**config.mk**
```make
export PLATFORM = sky130hd
export DESIGN_NAME = map_bram_arbiter
export DESIGN_NICKNAME = d
export VERILOG_FILES = /design/src/rtl/map_bram_pkg.sv /design/src/rtl/map_bram_arbiter_rr_picker.sv /design/src/rtl/map_bram_arbiter.sv
export SDC_FILE = /design/constraint.sdc
export NUM_CORES = 1
export LEC_CHECK = 0
export CORE_MARGIN = 2
export CORE_UTILIZATION = 38
export CTS_BUF_LIST = sky130_fd_sc_hd__clkbuf_16
export DETAILED_ROUTE_END_ITERATION = 6
export PLACE_DENSITY = 0.87
export REMOVE_ABC_BUFFERS = 1
export SLEW_MARGIN = 20
export SYNTH_ARGS = -nofsm -noshare
export SYNTH_HDL_FRONTEND = slang
export SYNTH_SLANG_ARGS = --single-unit
export TNS_END_PERCENT = 20
```
**constraint.sdc**
```tcl
create_clock -name sys_clk -period 6.78 [get_ports sys_clk]
set_input_delay 1.356 -clock sys_clk [delete_from_list [all_inputs] [get_ports sys_clk]]
set_output_delay 1.356 -clock sys_clk [all_outputs]
set_load 0.005 [all_outputs]
```
**src/rtl/map_bram_pkg.sv**
```systemverilog
// ---------------------------------------------------------------------------
// map_bram_pkg
// Shared constants for the map bRAM and its clients: the interaction logic,
// tile renderer, enemy logic, bRAM wrapper and the read-port arbiter.
//
// Contents:
//   MAP_ADDR_W      map bRAM address width
//   MAP_DATA_W      map bRAM data width
//   MAP_RD_LATENCY  system-clock cycles from the grant cycle until the read
//                   word is captured into the arbiter's rdata register
//   idx_w()         width of a binary index able to address n requesters
// ---------------------------------------------------------------------------
package map_bram_pkg;

    localparam int MAP_ADDR_W     = 19;
    localparam int MAP_DATA_W     = 16;
    localparam int MAP_RD_LATENCY = 1;

    // A requester index always needs at least one bit, even for n = 2.
    function automatic int idx_w(input int n);
        return (n <= 2) ? 1 : $clog2(n);
    endfunction

endpackage

```
**src/rtl/map_bram_arbiter_rr_picker.sv**
```systemverilog
// ---------------------------------------------------------------------------
// rr_picker
// Combinational pointer-based first-one finder. The request vector is scanned
// starting at i_ptr and wrapping modulo NUM_REQ; the first set bit wins.
// Kept generic so other round-robin arbiters can reuse it.
//
// Parameters:
//   NUM_REQ  number of request lines
//   IDX_W    width of the pointer / winner index
// Ports:
//   i_req  [NUM_REQ-1:0]  request vector
//   i_ptr  [IDX_W-1:0]    scan start index, must be < NUM_REQ
//   o_gnt  [NUM_REQ-1:0]  one-hot grant (all zero when nothing requested)
//   o_idx  [IDX_W-1:0]    binary index of the winner (0 when o_any = 0)
//   o_any                 at least one request is set
// ---------------------------------------------------------------------------
module rr_picker #(
    parameter int NUM_REQ = 3,
    parameter int IDX_W   = 2
) (
    input  logic [NUM_REQ-1:0] i_req,
    input  logic [IDX_W-1:0]   i_ptr,
    output logic [NUM_REQ-1:0] o_gnt,
    output logic [IDX_W-1:0]   o_idx,
    output logic               o_any
);

    // One extra bit so ptr + offset cannot overflow before the wrap.
    localparam int SW = IDX_W + 1;

    // w_pos[gi] is the requester examined at scan offset gi; w_rot is the
    // request vector rotated so that offset 0 is the pointer position.
    logic [IDX_W-1:0]   w_pos [NUM_REQ];
    logic [NUM_REQ-1:0] w_rot;

    genvar gi;
    generate
        for (gi = 0; gi < NUM_REQ; gi++) begin : g_rot
            logic [SW-1:0] w_sum;
            assign w_sum      = {1'b0, i_ptr} + SW'(gi);
            assign w_pos[gi]  = (w_sum >= SW'(NUM_REQ)) ? IDX_W'(w_sum - SW'(NUM_REQ))
                                                        : w_sum[IDX_W-1:0];
            assign w_rot[gi]  = i_req[w_pos[gi]];
        end
    endgenerate

    // Walk offsets from the far end back to zero so the lowest set offset,
    // i.e. the first requester after the pointer, is the one left standing.
    always_comb begin
        o_any = 1'b0;
        o_idx = '0;
        for (int k = NUM_REQ - 1; k >= 0; k--) begin
            if (w_rot[k]) begin
                o_any = 1'b1;
                o_idx = w_pos[k];
            end
        end
    end

    generate
        for (gi = 0; gi < NUM_REQ; gi++) begin : g_gnt
            assign o_gnt[gi] = o_any && (o_idx == IDX_W'(gi));
        end
    endgenerate

endmodule

```
**src/rtl/map_bram_arbiter.sv**
```systemverilog
// ---------------------------------------------------------------------------
// map_bram_arbiter
// Shares the single read port of the map bRAM between several requesters
// (index 0 = player interaction, then tile renderer, enemy logic, ...).
// Every cycle one requester is chosen round-robin, its address is driven to
// the bRAM, and the returned word is handed back with a one-cycle rvalid
// pulse a fixed RD_LATENCY cycles after the grant. The bRAM runs on the
// inverted system clock, so for RD_LATENCY = 1 its output is already valid at
// the rising edge that closes the grant cycle.
//
// Optional build macro:
//   MAP_ARB_PRIO0_EN  requester 0 gets strict priority; requesters
//                     1..NUM_REQ-1 rotate among themselves and grants to 0
//                     leave the round-robin pointer untouched.
//
// Parameters:
//   NUM_REQ (2..8), ADDR_W, DATA_W, RD_LATENCY (1..4)
// Ports:
//   sys_clk    system clock, rising edge
//   sys_rst    synchronous active-high reset
//   req        per-requester level request, held until granted
//   req_addr   packed addresses, slice i = [i*ADDR_W +: ADDR_W]
//   gnt        one-hot combinational grant
//   rvalid     one-hot registered response strobe
//   rdata      registered read word, broadcast to all requesters
//   bram_addr  bRAM address (addra)
//   bram_data  bRAM read data (douta)
// ---------------------------------------------------------------------------
module map_bram_arbiter
    import map_bram_pkg::*;
#(
    parameter int NUM_REQ    = 3,
    parameter int ADDR_W     = MAP_ADDR_W,
    parameter int DATA_W     = MAP_DATA_W,
    parameter int RD_LATENCY = MAP_RD_LATENCY
) (
    input  logic                      sys_clk,
    input  logic                      sys_rst,
    input  logic [NUM_REQ-1:0]        req,
    input  logic [NUM_REQ*ADDR_W-1:0] req_addr,
    output logic [NUM_REQ-1:0]        gnt,
    output logic [NUM_REQ-1:0]        rvalid,
    output logic [DATA_W-1:0]         rdata,
    output logic [ADDR_W-1:0]         bram_addr,
    input  logic [DATA_W-1:0]         bram_data
);

    localparam int IDX_W = idx_w(NUM_REQ);

    logic [IDX_W-1:0]   r_rr_ptr;
    logic [IDX_W-1:0]   w_rr_ptr_next;
    logic [NUM_REQ-1:0] w_pick_req;
    logic [NUM_REQ-1:0] w_rr_gnt;
    logic [IDX_W-1:0]   w_rr_idx;
    logic               w_rr_any;
    logic               w_win_any;
    logic [IDX_W-1:0]   w_win_idx;
    logic               w_win_prio;
    logic [ADDR_W-1:0]  w_req_addr [NUM_REQ];

    genvar gi;
    generate
        for (gi = 0; gi < NUM_REQ; gi++) begin : g_addr
            assign w_req_addr[gi] = req_addr[gi*ADDR_W +: ADDR_W];
        end
    endgenerate

    // ---------------------------------------------------------------------
    // Arbitration
    // ---------------------------------------------------------------------
`ifdef MAP_ARB_PRIO0_EN
    // Requester 0 bypasses the rotation entirely, so it is hidden from the
    // picker; the pointer then only ever rotates over requesters 1..N-1.
    assign w_pick_req = req & ~NUM_REQ'(1);
    assign w_win_prio = req[0];
`else
    assign w_pick_req = req;
    assign w_win_prio = 1'b0;
`endif

    rr_picker #(
        .NUM_REQ (NUM_REQ),
        .IDX_W   (IDX_W)
    ) u_picker (
        .i_req (w_pick_req),
        .i_ptr (r_rr_ptr),
        .o_gnt (w_rr_gnt),
        .o_idx (w_rr_idx),
        .o_any (w_rr_any)
    );

    always_comb begin
        w_win_any = 1'b0;
        w_win_idx = '0;
        gnt       = '0;
        if (!sys_rst) begin
            if (w_win_prio) begin
                w_win_any = 1'b1;
                w_win_idx = '0;
                gnt       = NUM_REQ'(1);
            end else begin
                w_win_any = w_rr_any;
                w_win_idx = w_rr_idx;
                gnt       = w_rr_gnt;
            end
        end
    end

    assign bram_addr = w_win_any ? w_req_addr[w_win_idx] : '0;

    // Pointer moves just past the winner; a strict-priority grant to
    // requester 0 leaves it where it was.
    always_comb begin
        w_rr_ptr_next = r_rr_ptr;
        if (w_win_any && !w_win_prio) begin
            if (w_win_idx == IDX_W'(NUM_REQ - 1)) begin
                w_rr_ptr_next = '0;
            end else begin
                w_rr_ptr_next = w_win_idx + IDX_W'(1);
            end
        end
    end

    always_ff @(posedge sys_clk) begin
        if (sys_rst) begin
            r_rr_ptr <= '0;
        end else begin
            r_rr_ptr <= w_rr_ptr_next;
        end
    end

    // ---------------------------------------------------------------------
    // Latency pipeline
    // The pipeline holds RD_LATENCY entries of {valid, owner}; the last one
    // is the rvalid/rdata register itself. Earlier entries exist only for
    // RD_LATENCY > 1, and w_tap_* is whatever feeds that last entry.
    // ---------------------------------------------------------------------
    logic               w_tap_vld;
    logic [IDX_W-1:0]   w_tap_own;
    logic [NUM_REQ-1:0] w_tap_onehot;

    generate
        if (RD_LATENCY <= 1) begin : g_lat1
            assign w_tap_vld = w_win_any;
            assign w_tap_own = w_win_idx;
        end else begin : g_latn
            localparam int DEPTH = RD_LATENCY - 1;
            logic             r_pipe_vld [DEPTH];
            logic [IDX_W-1:0] r_pipe_own [DEPTH];

            always_ff @(posedge sys_clk) begin
                if (sys_rst) begin
                    for (int k = 0; k < DEPTH; k++) begin
                        r_pipe_vld[k] <= 1'b0;
                        r_pipe_own[k] <= '0;
                    end
                end else begin
                    r_pipe_vld[0] <= w_win_any;
                    r_pipe_own[0] <= w_win_idx;
                    for (int k = 1; k < DEPTH; k++) begin
                        r_pipe_vld[k] <= r_pipe_vld[k-1];
                        r_pipe_own[k] <= r_pipe_own[k-1];
                    end
                end
            end

            assign w_tap_vld = r_pipe_vld[DEPTH-1];
            assign w_tap_own = r_pipe_own[DEPTH-1];
        end
    endgenerate

    generate
        for (gi = 0; gi < NUM_REQ; gi++) begin : g_tap_onehot
            assign w_tap_onehot[gi] = w_tap_vld && (w_tap_own == IDX_W'(gi));
        end
    endgenerate

    logic [NUM_REQ-1:0] r_rvalid;
    logic [DATA_W-1:0]  r_rdata;

    always_ff @(posedge sys_clk) begin
        if (sys_rst) begin
            r_rvalid <= '0;
            r_rdata  <= '0;
        end else if (w_tap_vld) begin
            r_rvalid <= w_tap_onehot;
            r_rdata  <= bram_data;
        end else begin
            r_rvalid <= '0;
        end
    end

    // A response that lands in the same cycle reset is raised belongs to a
    // read that reset discards, so the strobe is suppressed while reset is
    // held; the register itself is cleared at the reset edge.
    assign rvalid = sys_rst ? '0 : r_rvalid;
    assign rdata  = r_rdata;

endmodule

```
Word level (Yosys, flattened, before mapping):

Index checks and enable logic that the tools add are counted.

* RAM bits: 0
* memories kept: 0
* logic and storage cells: 55
* bits in latches: 0
* output and inout bits: 41
* bits of input ports: 78
* bits in registers: 21
* memory bits (read-only): 0

* add/sub/neg operators: 6
* equal/unequal tests: 4
* muxes and demuxes: 24
* bitwise gates (word level): 2
* shift-type cells: 0
* magnitude comparators: 7
* multiply operators: 0
* reduce and logical (&&, ||, !) cells: 9
* div/mod/pow operators: 0

Operators by type and width (count)
* $mux W19: 3
* $bmux W19 S2: 1
* $mux W2: 8
* $lt A2 B3 Y1 const B: 3
* $mux W1: 7
* $bmux W1 S2: 3
* $ge A3 B2 Y1 const B: 2
* $logic_and A1 B1 Y1: 6
* $mux W3: 2
* $sub A2 B2 Y2 const B: 3
* $eq A2 B1 Y1 const B: 2
* $eq A2 B2 Y1 const B: 2
* $logic_not A2 Y1: 2
* $add A2 B1 Y3 const B: 1
* $add A2 B2 Y3 const B: 1
* $ge A3 B3 Y1 const B: 1
* $not A2 Y3: 1
* $add A2 B1 Y2 const B: 1
* $ge A2 B2 Y1 const B: 1
* $reduce_or A2 Y1: 1
* $not A1 Y1: 1

Logic depth before layout (Yosys ltp):

Gate-level depths: netlist (run 1).

* depth after elaboration: 14
* depth in mapped cells: 10
* depth with buffers taken out: 7

Hierarchy:

From an unflattened synthesis (run 1), not the netlist that was laid out.

* cells, all modules: 193
* area total of the unflattened synthesis: 1756.7 sq um

By module, submodules not included
* map_bram_arbiter: instances 1, cells an instance 162, seq. area each 420.4 sq um, area an instance 1542.7 sq um
* rr_picker: instances 1, cells an instance 31, seq. area each 0.0 sq um, area an instance 214.0 sq um

Worst setup path after synthesis (run 1):

OpenSTA, ideal clock, no wires.

* path kind: input port to output port
* start point: input port req[0]
* end point: output port bram_addr[10]
* data required time: 5.424 ns
* path buffers: 2
* stages: 7
* path slack: 2.685 ns
* arrival: 2.739 ns
* path through: or4b_4 a21oi_4 o21ba_2 buf_6 and2b_4 buf_12 o2bb2ai_2

* cells in the longest elaborated chain, start to end: 11
* elaborated cells on any way between the ends: 19
* classes of those cells: 18 x mux; 1 x bitwise

RTL lines
* start: declaration: line map_bram_arbiter.sv:39 `input logic [NUM_REQ-1:0] req,`
* $bmux W1 S2: line map_bram_arbiter_rr_picker.sv:43 `assign w_rot[gi] = i_req[w_pos[gi]];`
* $mux W1 (not written as such): line map_bram_arbiter_rr_picker.sv:43
* $mux W2 (3 in series): line map_bram_arbiter_rr_picker.sv:53 `if (w_rot[k]) begin`
* $mux W2: line map_bram_arbiter.sv:96 `if (!sys_rst) begin`
* $not A2 Y3 (not written as such): line map_bram_arbiter.sv:109 `assign bram_addr = w_win_any ? w_req_addr[w_win_idx] : '0;`
* $bmux W19 S2: line map_bram_arbiter.sv:109
* $mux W19 (not written as such) (2 in series): line map_bram_arbiter.sv:109
* $mux W19 (*): line map_bram_arbiter.sv:109
* end: declaration: line map_bram_arbiter.sv:44 `output logic [ADDR_W-1:0] bram_addr,`

Every way passes the cells marked *; elsewhere a longest branch is shown, timed or not. The select of a mux whose other input is x is not followed.

Worst setup path after layout (run 1):

* start point: input port req[1]
* end point: output port bram_addr[1]

Same word-level chain as after synthesis.

==> tab_implementation.tex, run 1 <==
\begin{tabular}{lr}
\hline
Metric & Value \\
\hline
\multicolumn{2}{l}{\textbf{Worst setup path}} \\
Crit end category & primary output \\
Worst Reg-to-Reg Cells & 7 \\
Worst R2R Start & r\_rr\_ptr[0] \\
Critical path required time & 5420 ps \\
Worst reg2reg setup slack & 4090 ps \\
Library cell appearing most often on the critical path & sky130\_fd\_sc\_hd\_\_clkdlybuf4s50\_1 \\
Worst-path fanout max & 20 \\
WS Path Type & in -> out \\
Worst r2r dst & r\_rr\_ptr[0] \\
Delay of the slowest critical-path stage & 670 ps \\
Cell type of the slowest stage on the worst timing path & sky130\_fd\_sc\_hd\_\_o31ai\_4 \\
Critical path, cell by cell & clkdlybuf4s50\_1 > mux2i\_1 > o21a\_1 > o31ai\_4 > buf\_4 > a21oi\_1 > a22oi\_1 > clkdlybuf4s50\_1 \\
Arrival time of the worst setup path & 4190 ps \\
Worst setup path startpoint & req[1] \\
Top cell family by delay on the critical path & buffers and inverters \\
Critical path buffer and inverter count & 3 \\
Nature of the critical path startpoint & input port \\
\multicolumn{2}{l}{\textbf{Die}} \\
Starting density of the core & 40.2\% \\
Cell Rows & 23 \\
Core Footprint & 0.00409 sq mm \\
DIE WIDTH & 69.7 microns \\
Area enclosed by the die boundary & 0.00486 sq mm \\
Die Y & 69.7 microns \\
Count of pins on the block boundary & 119 \\
\multicolumn{2}{l}{\textbf{Synth}} \\
Most common cell in the synthesized netlist & sky130\_fd\_sc\_hd\_\_mux2i\_1 \\
Count of flip-flops with a built-in enable after synthesis & 0 \\
Area share of the largest cell type after synthesis & 25.6\% \\
Sequential fraction of the synthesis area & 25.6\% \\
Top area cells in the synthesized netlist & sky130\_fd\_sc\_hd\_\_dfxtp\_1 (26\%), sky130\_fd\_sc\_hd\_\_mux2i\_1 (18\%), sky130\_fd\_sc\_hd\_\_o2bb2ai\_2 (8.2\%), sky130\_fd\_sc\_hd\_\_nor2b\_1 (7.2\%), sky130\_fd\_sc\_hd\_\_nor2\_1 (4.6\%) \\
Predominant post-synthesis flop cell & sky130\_fd\_sc\_hd\_\_dfxtp\_1 \\
Post-synth top area cell & sky130\_fd\_sc\_hd\_\_dfxtp\_1 \\
Mean area per synthesized cell & 9.12 sq um \\
Top cells by count, synth & sky130\_fd\_sc\_hd\_\_mux2i\_1 (29), sky130\_fd\_sc\_hd\_\_dfxtp\_1 (21), sky130\_fd\_sc\_hd\_\_nor2\_1 (20) \\
Yosys reg bits & 21 \\
Synth cell types & 37 \\
Cell count after synthesis & 180 \\
Synth warnings & 0 \\
Cell Area, Synth & 0.00164 sq mm \\
Fraction of synthesis flops using an asynchronous set or reset pin & 0\% \\
\multicolumn{2}{l}{\textbf{Finish}} \\
Post-route cell area & 0.00286 sq mm \\
Number of standard cells in the final layout excluding fillers & 339 \\
Share of cells above drive strength 1 & 8.30\% \\
Nets & 371 \\
Area growth, synth to finish & 74.2\% \\
Count of inserted antenna diode cells & 0 \\
Post-route core utilization & 70.0\% \\
\multicolumn{2}{l}{\textbf{Detailed routing}} \\
Avg WL per Cell & 15.1 microns \\
DRC violation count after routing & 0 \\
Router iterations before antenna repair & 4 \\
Antenna-violating nets left & 0 \\
Total vias in the final route & 1738 \\
Via-per-instance ratio & 5.13 \\
Routed wire length & 5130 microns \\
Initial detailed-routing violation count & 99 \\
\multicolumn{2}{l}{\textbf{STA}} \\
Final setup vio count & 0 \\
Maximum clock frequency & 180 MHz \\
Unrepaired setup endpoints after global routing & false \\
Total Neg Setup Slack & 0 ps \\
Tightest slew margin relative to the limit & 51.5\% \\
Clock skew & 2.51 ps \\
Final min period & 5540 ps \\
Hold Worst Slack & 494 ps \\
Final Cycle Share & 81.8\% \\
Final Slew Violations & 0 \\
Least-Margin Pin Slew & 728 ps \\
Final-report hold violation count & 0 \\
\multicolumn{2}{l}{\textbf{Placed design}} \\
Port buffer count & 118 \\
Final HPWL DP & 3970 microns \\
Cell count after placement & 335 \\
Routability-driven placement congestion ratio & 0.773 \\
Instance area at placement & 0.00278 sq mm \\
\multicolumn{2}{l}{\textbf{CTS}} \\
Clock latency of the later-clocked register in the worst-skew pair & 250 ps \\
Clock buffer depth & 2 \\
CTS Root Buffer Type & sky130\_fd\_sc\_hd\_\_clkbuf\_16 \\
Clk pin slew, worst setup/hold paths & 60 ps \\
Hold-fix buffer count after cts & 0 \\
Total number of clock tree sinks & 21 \\
Clock buffers created by TritonCTS & 3 \\
Resize count post-CTS & 0 \\
CTS HTree Levels & 1 \\
Number of post-CTS setup repair buffers & 0 \\
TritonCTS clock tree & yes \\
\multicolumn{2}{l}{\textbf{Global routing}} \\
First-pass GRT wire length & 8340 microns \\
Via count of the first global-routing pass & 1788 \\
Number of antenna violations at the first check in global routing & 0 \\
GR Overflow Total & 0 \\
Maximum number of pins on one net before global-route repair & 36 \\
Total track usage & 20.9\% \\
\multicolumn{2}{l}{\textbf{Min path}} \\
Hold path startpoint & rdata[0] \\
Worst hold path class & reg -> reg \\
Worst hold path depth & 2 \\
Worst-case hold path end point & rdata[0] \\
\multicolumn{2}{l}{\textbf{Job}} \\
Max capacitance violation total & 0 \\
\multicolumn{2}{l}{\textbf{Pwr}} \\
Static Leakage & 1.14 nW \\
Power density over the cells & 275 mW/mm\^{}2 \\
Max VDD drop & 193 uV \\
\multicolumn{2}{l}{\textbf{Status}} \\
Run status & complete, no violations \\
\hline
\end{tabular}
## through the flow
step | worst slack, ps | power (mW)
2_1_floorplan | 2330 | 0.429
3_3_place_gp | 1330 | 0.655
3_5_place_dp | 1230 | 0.667
4_1_cts | 1220 | 0.795
5_1_grt | 1010 | 0.842
6_report | 1240 | 0.786
## worst register-to-register path: stages (launching register included)
cell,delay [ps]
sky130_fd_sc_hd__dfxtp_1,310
sky130_fd_sc_hd__inv_1,110
sky130_fd_sc_hd__ha_1,350
sky130_fd_sc_hd__mux2i_1,240
sky130_fd_sc_hd__o21a_1,190
sky130_fd_sc_hd__or4b_1,760
sky130_fd_sc_hd__nand2_2,460
sky130_fd_sc_hd__o32ai_2,150
## state kept, by name, indices dropped and copies added (netlist names)
register,count
rdata,16
r_rvalid,3
r_rr_ptr,2
## layout make-up
| cell class | instances | area, sq um |
|---|---|---|
| Clock buffer | 3 | 75.1 |
| Clock inverter | 1 | 5.00 |
| Fill cell | 348 | 1230 |
| Inverter | 4 | 15.0 |
| Multi-Input combinational cell | 139 | 1080 |
| Sequential cell | 21 | 420 |
| Tap cell | 50 | 62.6 |
| Timing Repair Buffer | 121 | 1200 |
## how the worst max path moves through the flow
stage                               end  slack, ps  cells after the start
final                      bram_addr[1]       1240                      8
after global routing       bram_addr[1]       1010                      8
after CTS                  bram_addr[1]       1220                      8
after detailed placement   bram_addr[1]       1230                      8
after global placement    bram_addr[16]       1330                      8
after floorplan            bram_addr[3]       2330                      5
## where the power goes
| part | total (mW) | internal (mW) | leakage (nW) | switching (mW) |
|---|---|---|---|---|
| clock | 0.123 | 0.0791 | 0.0409 | 0.0436 |
| combinational | 0.498 | 0.280 | 0.923 | 0.218 |
| sequential | 0.165 | 0.152 | 0.174 | 0.0128 |
| total | 0.786 | 0.512 | 1.14 | 0.274 |
## cell families after synthesis
logic type / Yosys count / synth area share [%]
fa+ha+maj: 3 / 2.29
buf+inv: 20 / 8.69
flops: 21 / 25.6
mux: 29 / 17.7
simple gates: 68 / 22.7
compound gates: 39 / 23.0
## layer usage
layer / part of all wire, % / GRT usage, %
met5: 0 / 0
met3: 5.0 / 5.09
met4: 0.70 / 3.63
met1: 40 / 24.1
met2: 54 / 39.3
## cells in the final DEF, fill, tap and decap left out, types with 2 or more instances in the layout
cell type                         synthesis  routed
sky130_fd_sc_hd__nand3_1                  7       7
sky130_fd_sc_hd__nand2b_1                 2       2
sky130_fd_sc_hd__clkdlybuf4s50_1          0     118
sky130_fd_sc_hd__a21oi_1                 10      10
sky130_fd_sc_hd__dfxtp_1                 21      21
sky130_fd_sc_hd__o2bb2ai_1                3       3
sky130_fd_sc_hd__mux2i_1                 29      29
sky130_fd_sc_hd__inv_1                    4       4
sky130_fd_sc_hd__a22oi_1                  8       8
sky130_fd_sc_hd__and2_1                   2       2
sky130_fd_sc_hd__nor2_1                  20      20
sky130_fd_sc_hd__clkbuf_16                0       3
sky130_fd_sc_hd__o2bb2ai_2                9       9
sky130_fd_sc_hd__nor2b_1                 19      19
sky130_fd_sc_hd__nand2_1                 10      10
sky130_fd_sc_hd__buf_4                    3       3
sky130_fd_sc_hd__ha_1                     3       3
Power figures use the tool's default switching activity.
==> run 2: changes to the inputs <==
Settings changed: CORE_UTILIZATION 38 to 31, PLACE_DENSITY 0.87 to 0.75.
Clock period 6.78 ns to 4.7 ns, I/O delays scaled along.
==> tab_implementation.tex, run 2 (synthesized netlist as in run 1, its figures left out) <==
\begin{tabular}{lr}
\hline
Metric & Value \\
\hline
\multicolumn{2}{l}{\textbf{Finish}} \\
Nets & 374 (was 371) \\
Post-route core utilization & 56.9\% (was 70.0\%) \\
Reg area & 420 sq um (unchanged) \\
Share of cells above drive strength 1 & 9.25\% (was 8.30\%) \\
Highest-count cells in the layout ignoring fill and taps & sky130\_fd\_sc\_hd\_\_clkdlybuf4s50\_1 (118), sky130\_fd\_sc\_hd\_\_mux2i\_1 (29), sky130\_fd\_sc\_hd\_\_dfxtp\_1 (21), sky130\_fd\_sc\_hd\_\_nor2\_1 (20), sky130\_fd\_sc\_hd\_\_nor2b\_1 (19) (unchanged) \\
Most common library cell in the layout ignoring fill and taps & sky130\_fd\_sc\_hd\_\_clkdlybuf4s50\_1 (unchanged) \\
Layout fillers & 483 (was 348) \\
Count of inserted antenna diode cells & 0 (unchanged) \\
Area growth, synth to finish & 77.1\% (was 74.2\%) \\
Multi-input gate area & 0.00108 sq mm (unchanged) \\
Number of flip-flops in the largest register & 16 (unchanged) \\
Post-route cell area & 0.00291 sq mm (was 0.00286 sq mm) \\
\multicolumn{2}{l}{\textbf{Die}} \\
Die Y & 76.8 microns (was 69.7 microns) \\
Count of pins on the block boundary & 119 (unchanged) \\
Area enclosed by the die boundary & 0.00589 sq mm (was 0.00486 sq mm) \\
Starting density of the core & 32.1\% (was 40.2\%) \\
Core Footprint & 0.00511 sq mm (was 0.00409 sq mm) \\
DIE WIDTH & 76.8 microns (was 69.7 microns) \\
Cell Rows & 26 (was 23) \\
\multicolumn{2}{l}{\textbf{Pwr}} \\
Static Leakage & 1.15 nW (was 1.14 nW) \\
Power density over the cells & 387 mW/mm\^{}2 (was 275 mW/mm\^{}2) \\
Max VDD drop & 225 uV (was 193 uV) \\
\multicolumn{2}{l}{\textbf{Worst setup path}} \\
Crit end category & primary output (unchanged) \\
WS Path Type & in -> out (unchanged) \\
Critical path required time & 3760 ps (was 5420 ps) \\
Nature of the critical path startpoint & input port (unchanged) \\
Worst-path fanout max & 13 (was 20) \\
Arrival time of the worst setup path & 3500 ps (was 4190 ps) \\
\multicolumn{2}{l}{\textbf{Global routing}} \\
First-pass GRT wire length & 7980 microns (was 8340 microns) \\
Via count of the first global-routing pass & 1730 (was 1788) \\
Maximum number of pins on one net before global-route repair & 22 (was 36) \\
GR Overflow Total & 0 (unchanged) \\
Total track usage & 16.1\% (was 20.9\%) \\
Number of antenna violations at the first check in global routing & 0 (unchanged) \\
\multicolumn{2}{l}{\textbf{Detailed routing}} \\
Total vias in the final route & 1710 (was 1738) \\
Router iterations before antenna repair & 4 (unchanged) \\
DRC violation count after routing & 0 (unchanged) \\
Antenna-violating nets left & 0 (unchanged) \\
Initial detailed-routing violation count & 48 (was 99) \\
Routed wire length & 4760 microns (was 5130 microns) \\
Via-per-instance ratio & 4.72 (was 5.13) \\
Avg WL per Cell & 13.1 microns (was 15.1 microns) \\
\multicolumn{2}{l}{\textbf{CTS}} \\
Hold-fix buffer count after cts & 0 (unchanged) \\
Clk pin slew, worst setup/hold paths & 50 ps (was 60 ps) \\
Total number of clock tree sinks & 21 (unchanged) \\
Clock latency of the later-clocked register in the worst-skew pair & 250 ps (about the same) \\
Number of post-CTS setup repair buffers & 0 (unchanged) \\
CTS HTree Levels & 1 (unchanged) \\
Clock buffer depth & 2 (unchanged) \\
CTS Root Buffer Type & sky130\_fd\_sc\_hd\_\_clkbuf\_16 (unchanged) \\
Clock buffers created by TritonCTS & 3 (unchanged) \\
TritonCTS clock tree & yes (unchanged) \\
Resize count post-CTS & 0 (unchanged) \\
\multicolumn{2}{l}{\textbf{Placed design}} \\
Routability-driven placement congestion ratio & 0.830 (was 0.773) \\
Port buffer count & 118 (unchanged) \\
Final HPWL DP & 3800 microns (was 3970 microns) \\
Worst slack after detailed placement & 256 ps (was 1230 ps) \\
Instance area at placement & 0.00283 sq mm (was 0.00278 sq mm) \\
\multicolumn{2}{l}{\textbf{STA}} \\
Final Cycle Share & 94.5\% \\
Final setup vio count & 0 (unchanged) \\
Least-Margin Pin Slew & 401 ps (was 728 ps) \\
Setup slack of the critical path after layout & 257 ps (was 1240 ps) \\
Final min period & 4440 ps \\
Final Slew Violations & 0 (unchanged) \\
Unrepaired setup endpoints after global routing & false (unchanged) \\
Maximum clock frequency & 225 MHz \\
Clock skew & 1.39 ps (was 2.51 ps) \\
Final-report hold violation count & 0 (unchanged) \\
Tightest slew margin relative to the limit & 73.2\% (was 51.5\%) \\
Total Neg Setup Slack & 0 ps (unchanged) \\
\multicolumn{2}{l}{\textbf{Min path}} \\
Worst hold path class & reg -> reg (unchanged) \\
\multicolumn{2}{l}{\textbf{Status}} \\
Run status & complete, no violations (unchanged) \\
\multicolumn{2}{l}{\textbf{Job}} \\
Max capacitance violation total & 0 (unchanged) \\
\hline
\end{tabular}
==> run 2: changes by cell type in the layout (fill, tap and decap cells not counted), sizes merged <==
| cell | previous run | this run |
|---|---|---|
| buf | 3 | 6 |
==> run 2: area by class of cell <==
class	instances	area share (%)
Clock inverter	1	0.172
Tap cell	70	3.01
Sequential cell	21	14.5
Inverter	4	0.516
Multi-Input combinational cell	139	37.1
Timing Repair Buffer	124	42.2
Clock buffer	3	2.58
==> run 2: worst max-delay path, cell delays in order <==
cell and delay, ps:
sky130_fd_sc_hd__clkdlybuf4s50_1 520, sky130_fd_sc_hd__or4b_4 540, sky130_fd_sc_hd__a21oi_4 190, sky130_fd_sc_hd__o21ba_2 290, sky130_fd_sc_hd__and2b_4 340, sky130_fd_sc_hd__o2bb2ai_1 150
sky130_fd_sc_hd__clkdlybuf4s50_1 520
==> run 2: report_power, final <==
group | switching, mW | total, mW | internal (mW)
combinational | 0.306 | 0.715 | 0.410
sequential | 0.0178 | 0.238 | 0.220
clock | 0.0590 | 0.173 | 0.114
==> run 2: worst paths after layout <==
check / start / to / slack, ps / depth (start not counted)
max: req[1] / bram_addr[3] / 260 / 7
min: rdata[2] / rdata[2] / 490 / 2
max reg2reg: r_rr_ptr[0] / rdata[5] / 2170 / 8
min reg2reg: rdata[2] / rdata[2] / 490 / 2
==> run 2: stage by stage <==
step | total power, mW | instances | hold slack, ps
finish | 1.13 | 362 | 487
global route | 1.21 | 362 | 514
detailed placement | 0.964 | 358 | 482
CTS | 1.15 | 362 | 493
global placement | 0.959 | 358 | 471
floorplan | 0.619 | 164 | 486
==> run 2: layer usage <==
layer | vias up | wire length [microns] | GRT usage [%]
met4 | 0 | 75 | 3.82
met2 | 60 | 2360 | 28.4
li1 | 860 | - | -
met1 | 782 | 1980 | 18.9
met5 | - | 0 | 0
met3 | 8 | 342 | 4.94
==> run 3: changes to the inputs <==
Settings changed: GPL_TIMING_DRIVEN set to 1.
==> results of run 3 <==
No change in the layout: final DEF, timing and power equal those of run 2.
